==> config.mk <==
export PLATFORM = sky130hd
export DESIGN_NAME = qei_gen
export DESIGN_NICKNAME = d
export VERILOG_FILES = /design/src/rtl/qei_gen_pkg.sv /design/src/rtl/qei_gen_counter.sv /design/src/rtl/qei_gen.sv
export SDC_FILE = /design/constraint.sdc
export NUM_CORES = 1
export LEC_CHECK = 0
export ABC_CLOCK_PERIOD_IN_PS = 3150
export CAP_MARGIN = 20
export CORE_MARGIN = 2
export CORE_UTILIZATION = 48
export DETAILED_ROUTE_END_ITERATION = 7
export PLACE_DENSITY_LB_ADDON = 0.1
export SYNTH_ARGS = -nofsm -noshare
export SYNTH_HDL_FRONTEND = slang
export SYNTH_SLANG_ARGS = --single-unit
==> constraint.sdc <==
create_clock -name clk -period 3.15 [get_ports clk]
set_clock_uncertainty 0.1 [all_clocks]
set_input_delay 0.315 -clock clk [delete_from_list [all_inputs] [get_ports clk]]
set_output_delay 0.315 -clock clk [all_outputs]
set_load 0.005 [all_outputs]
==> src/rtl/qei_gen_pkg.sv <==
// qei_gen shared constants, A/B phase encoding and phase stepping.
// Direction encoding matches the qei receiver (1 = reverse).
package qei_gen_pkg;

  localparam int CLK_FREQ       = 50_000_000;
  localparam int PID_SPEED_FREQ = 1_000;
  localparam int QEI_RES        = 16;
  localparam int QEIGEN_MIN_GAP = 4;

  localparam logic DIR_FWD = 1'b0;
  localparam logic DIR_REV = 1'b1;

  typedef enum logic [1:0] {
    AB_00 = 2'b00,
    AB_10 = 2'b10,
    AB_11 = 2'b11,
    AB_01 = 2'b01
  } ab_t;

  // forward: 00->10->11->01 (A leads B)
  function automatic ab_t ab_step(
    input ab_t  s,
    input logic dir
  );
    ab_t n;
    n = s;
    unique case (s)
      AB_00:   n = (dir == DIR_REV) ? AB_01 : AB_10;
      AB_10:   n = (dir == DIR_REV) ? AB_00 : AB_11;
      AB_11:   n = (dir == DIR_REV) ? AB_10 : AB_01;
      AB_01:   n = (dir == DIR_REV) ? AB_11 : AB_00;
      default: n = AB_00;
    endcase
    return n;
  endfunction

endpackage

==> src/rtl/qei_gen_counter.sv <==
// Free-running modulo counter used as the update-period timer.
// overflow is a pure decode of the count register.
module qei_gen_counter #(
  parameter int modulus = 2,
  parameter int width   = 1
) (
  input  logic clk,
  input  logic rst,
  input  logic clr,
  input  logic en,
  output logic overflow
);

  localparam logic [width-1:0] LAST = width'(modulus - 1);

  logic [width-1:0] count;

  always_ff @(posedge clk or negedge rst) begin
    if (!rst) begin
      count <= '0;
    end else if (clr) begin
      count <= '0;
    end else if (en) begin
      count <= (count == LAST) ? '0 : count + width'(1);
    end
  end

  assign overflow = (count == LAST);

endmodule

==> src/rtl/qei_gen.sv <==
// Quadrature encoder generator: spreads a signed per-period edge count
// evenly over the update period as A/B Gray steps.
module qei_gen
  import qei_gen_pkg::*;
#(
  parameter int clk_freq = CLK_FREQ,
  parameter int upd_freq = PID_SPEED_FREQ,
  parameter int nbits    = QEI_RES,
  parameter int min_gap  = QEIGEN_MIN_GAP
) (
  input  logic                    clk,
  input  logic                    rst,
  input  logic                    clr,
  input  logic                    en,
  input  logic signed [nbits-1:0] speed_i,
  output logic                    A_o,
  output logic                    B_o,
  output logic                    dir_o,
  output logic                    sat_o,
  output logic                    tick_o,
  output logic signed [nbits-1:0] edge_cnt_o
);

  localparam int P     = clk_freq / upd_freq;
  localparam int M_MAX = P / min_gap;
  localparam int TW    = (P > 1) ? $clog2(P) : 1;
  localparam int AW    = $clog2(P) + 1;
  localparam int MW    = (M_MAX > 0) ? $clog2(M_MAX + 1) : 1;

  logic                    tick;
  logic [nbits:0]          ext;
  logic [nbits:0]          mag;
  logic                    sat;
  logic [MW-1:0]           m_new;
  logic [MW-1:0]           m_r;
  logic [AW-1:0]           acc;
  logic [AW-1:0]           sum;
  logic                    step;
  logic signed [nbits-1:0] run_cnt;
  ab_t                     ab;
  ab_t                     ab_nx;

  qei_gen_counter #(
    .modulus (P),
    .width   (TW)
  ) u_timer (
    .clk      (clk),
    .rst      (rst),
    .clr      (clr),
    .en       (en),
    .overflow (tick_o)
  );

  assign tick = tick_o && en && !clr;

  // one extra bit so |-2^(nbits-1)| is representable
  assign ext   = {speed_i[nbits-1], speed_i};
  assign mag   = ext[nbits] ? -ext : ext;
  assign sat   = mag > (nbits+1)'(M_MAX);
  assign m_new = sat ? MW'(M_MAX) : mag[MW-1:0];

  assign sum  = acc + AW'(m_r);
  assign step = en && !clr && !tick && (sum >= AW'(P));

  // acc is preloaded with m so the m-th crossing lands on the last cycle
  always_ff @(posedge clk or negedge rst) begin
    if (!rst) begin
      acc        <= '0;
      m_r        <= '0;
      dir_o      <= 1'b0;
      sat_o      <= 1'b0;
      run_cnt    <= '0;
      edge_cnt_o <= '0;
    end else if (clr) begin
      acc        <= '0;
      m_r        <= '0;
      dir_o      <= 1'b0;
      sat_o      <= 1'b0;
      run_cnt    <= '0;
      edge_cnt_o <= '0;
    end else if (en) begin
      if (tick) begin
        acc        <= AW'(m_new);
        m_r        <= m_new;
        dir_o      <= speed_i[nbits-1];
        sat_o      <= sat;
        edge_cnt_o <= run_cnt;
        run_cnt    <= '0;
      end else if (step) begin
        acc     <= sum - AW'(P);
        run_cnt <= (dir_o == DIR_REV) ?
                   run_cnt - nbits'(1) :
                   run_cnt + nbits'(1);
      end else begin
        acc <= sum;
      end
    end
  end

  always_ff @(posedge clk or negedge rst) begin
    if (!rst) begin
      ab <= AB_00;
    end else begin
      ab <= ab_nx;
    end
  end

  always_comb begin
    ab_nx = ab;
    if (step) begin
      ab_nx = ab_step(ab, dir_o);
    end
  end

  always_comb begin
    A_o = ab[1];
    B_o = ab[0];
  end

endmodule

==> results of run 1 <==
worst max-delay path: stages (launching register included):
cell and delay (ns):
dfrtp_1 0.39, ha_4 0.16, inv_2 0.04, fa_2 0.35
nor2b_2 0.14, o21a_1 0.16, nor3_2 0.06, nor2_2 0.12
ha_2 0.19, nand4b_1 0.14, nor4b_2 0.31, a211oi_2 0.10
o2111ai_2 0.24, a21oi_2 0.11, buf_4 0.16, or3_4 0.38
and2_4 0.15, o221ai_2 0.11
power by group through the flow:
stage               Clock [W]  Sequential [W]  Combinational [W]
floorplan                   0         0.00111           0.000160
global placement            0         0.00111           0.000322
detailed placement          0         0.00111           0.000328
CTS                   0.00101         0.00109           0.000354
global route          0.00104         0.00109           0.000428
finish               0.000992         0.00109           0.000393
metrics by stage:
step	cells	setup WS, ns	TNS, ns
final	947	-0.320	-6.62
after global routing	947	-0.523	-12.42
after CTS	938	-0.206	-2.91
after detailed placement	912	-0.415	-14.29
after global placement	912	-0.311	-10.68
after floorplan	643	-0.0708	-0.587
layout make-up:
cell class                      instances  area (sq um)  share of cell area
Clock inverter                          5          38.8             0.00488
Sequential cell                        83          2080               0.261
Timing Repair Buffer                  163          1370               0.172
Clock buffer                           11           233              0.0293
Multi-Input combinational cell        511          3940               0.496
Inverter                               27           104              0.0131
Tap cell                              147           184              0.0231
worst max path at each step:
stage,end,depth (start not counted)
global route,acc[8],15
detailed placement,run_cnt[9],16
finish,acc[14],17
global placement,run_cnt[8],16
floorplan,run_cnt[12],14
CTS,acc[14],17
timing repair:
item,4_1_cts,5_1_grt
cloned,1,1
hold buffers,1,0
pin swaps,26,31
endpoints found under the setup margin,31,44
gates resized for setup,49,48
buffers inserted,9,8
endpoints found under the hold margin,1,0
logic make-up (layout without fill, tap and decap cells):
family	count (synthesis)	in the layout	synth area share
and+or+nand+nor	207	208	0.182
adders and majority gates	34	34	0.0764
xor gates and xnor gates	50	50	0.0760
muxes	10	10	0.0182
DFF	83	83	0.360
buffers and inverters	50	206	0.0354
AOI/OAI and AO/OA	209	209	0.251
Yosys cell counts, types with 5 or more instances:
cell type	n
dfrtp_1	83
nand2_1	54
nor2_1	49
o21ai_0	42
a21oi_1	39
ha_1	32
a22o_1	27
inv_1	27
xnor2_1	25
xor2_1	25
nand3_1	23
a21o_1	18
clkbuf_1	14
nor3_1	12
o31ai_1	12
o21a_1	11
and3_1	10
nand2b_1	8
and2_1	7
buf_2	7
nor2b_1	7
o22ai_1	7
a211oi_1	6
mux2i_1	6
or3_1	6
or2_2	5
or4_1	5
metal layers:
| metal | global-route usage | up-vias |
|---|---|---|
| met5 | 0 | - |
| met4 | 0.0992 | 0 |
| met3 | 0.0340 | 28 |
| met2 | 0.424 | 137 |
| met1 | 0.359 | 2725 |
| li1 | - | 2676 |
registers in the layout, summed over array words and instances (netlist names):
register and cells:
run_cnt 16, dir_o 1, u_timer.count 16, edge_cnt_o 16, m_r 14, ab 2, sat_o 1, acc 17
==> impl_metrics.toml, run 1 <==
[min_path]
hp-start = "m_r[10]"
whs_endpoint = "m_r[10]"
min_path_cells = 1
hold_path.class = "flip-flop to flip-flop"

[timing]
fin_crit_sh = 1.10
fmax_ghz = 0.288
fin_crit_ns = 3.47
setup_viol_count_final = 30
report.final.hold_viol_count = 0
finalWorstSetupSlack_ns = -0.320
drv_slew = 0
timing.slew.headroom = 0.431
worst_slew_pin_slew_ns = 0.850
fin_worst_hold_slack_ns = 0.389
rsz0062_at_grt = "true"

[logic_synthesis]
synth_area_leaders = "dfrtp_1 36%, ha_1 6.9%, a22o_1 4.1%, xnor2_1 3.8%, xor2_1 3.8%"
yosys_most_used_dff = "dfrtp_1"
yosys_register_bits = 83
synth_edf_count = 0
yosysTopAreaCell = "dfrtp_1"
yosysSeqAreaShare = 0.360
synth_top_area_frac = 0.360
netlist_area_sq_um = 5760
async_flop_share = 1.00
yosys_warnings = 0
synth_cells = 643
syn_nets = 697
ys_types = 69
avgSynthCellArea_sq_um = 8.96

[die]
die_area_sq_um = 12900
die_x_um = 114
core.rowCount = 40
ios = 41
initial_core_util = 0.486
die_y_um = 114
coreArea_sq_um = 11900

[routing]
top_layer = "met4"
via_per_inst = 5.88
drc = 0
via_count = 5566
wl_per_cell_um = 17.5
wl_met2_um = 7890
wl_met1_um = 7540
drt_iter0_drc = 400
wl_met3_um = 688
totalWireLength_um = 16600
antenna_left = 0
drtPass1Iterations = 5

[placed_design]
place.gp.congestion = 0.902
dpl.hpwl_um = 11800
port_buffers = 40
dpl_cell_area_sq_um = 7100

[setup_path]
arrival_ns = 3.63
path_max_fanout = 4
reg2reg_depth = 17
worstSetupPathType = "flip-flop to flip-flop"
required_ns = 3.31
crit_path_end_kind = "flip-flop"
start_kind = "flip-flop"
reg2reg_from = "acc[0]"
reg2reg_to = "acc[14]"
startpoint = "acc[0]"
r2r_setup_slack_ns = -0.32

[global_route]
grt_pass1_wl_um = 27000
grtUsageTotal = 0.261
grt_max_degree = 64
antenna_found_initial = 0
gr-total-overflow = 0
grt_pass1_vias = 5438

[final_layout]
design_area_sq_um = 7950
diodes = 0
nets = 849
layout-drive-gt1-share = 0.276
mostFrequentLayoutCells = "114 x buf_4, 82 x dfrtp_1, 51 x nand2_1, 43 x nor2_1, 36 x clkdlybuf4s50_1"
syn2layout_area_growth_pct = 37.9
fillers = 926
fin_util = 0.670
final_common_cell = "buf_4"

[clock_tree]
h-tree-depth = 3
cts_root_buffer = "clkbuf_16"
cts_buffer_depth = 2
cts.sinks = 83
clk_latency_ns = 0.35
cts_tree = "yes"
cts_made_buffers = 9
clkTransAtPathRegs_ns = 0.06

[flow_run]
maxCapViolations = 0

[power]
p_leak_nw = 3.68
seq_power_share = 0.440
p_switching_w = 0.000676
power_w = 0.00247
peakVddDrop_uv = 221
swShare = 0.273
p_int_w = 0.00180
combPwrFrac = 0.159
pwr-share-clk = 0.401
power_density_nw_per_um2 = 311

[run_status]
violations = "negative setup slack"
status = "finished, violations left"
Note: power is estimated with default switching activity, not from simulation.
==> inputs of run 2 (changes only) <==
- SLEW_MARGIN: default -> 10
==> results of run 2 <==
The final DEF is identical to that of run 1; final timing and power are the same.
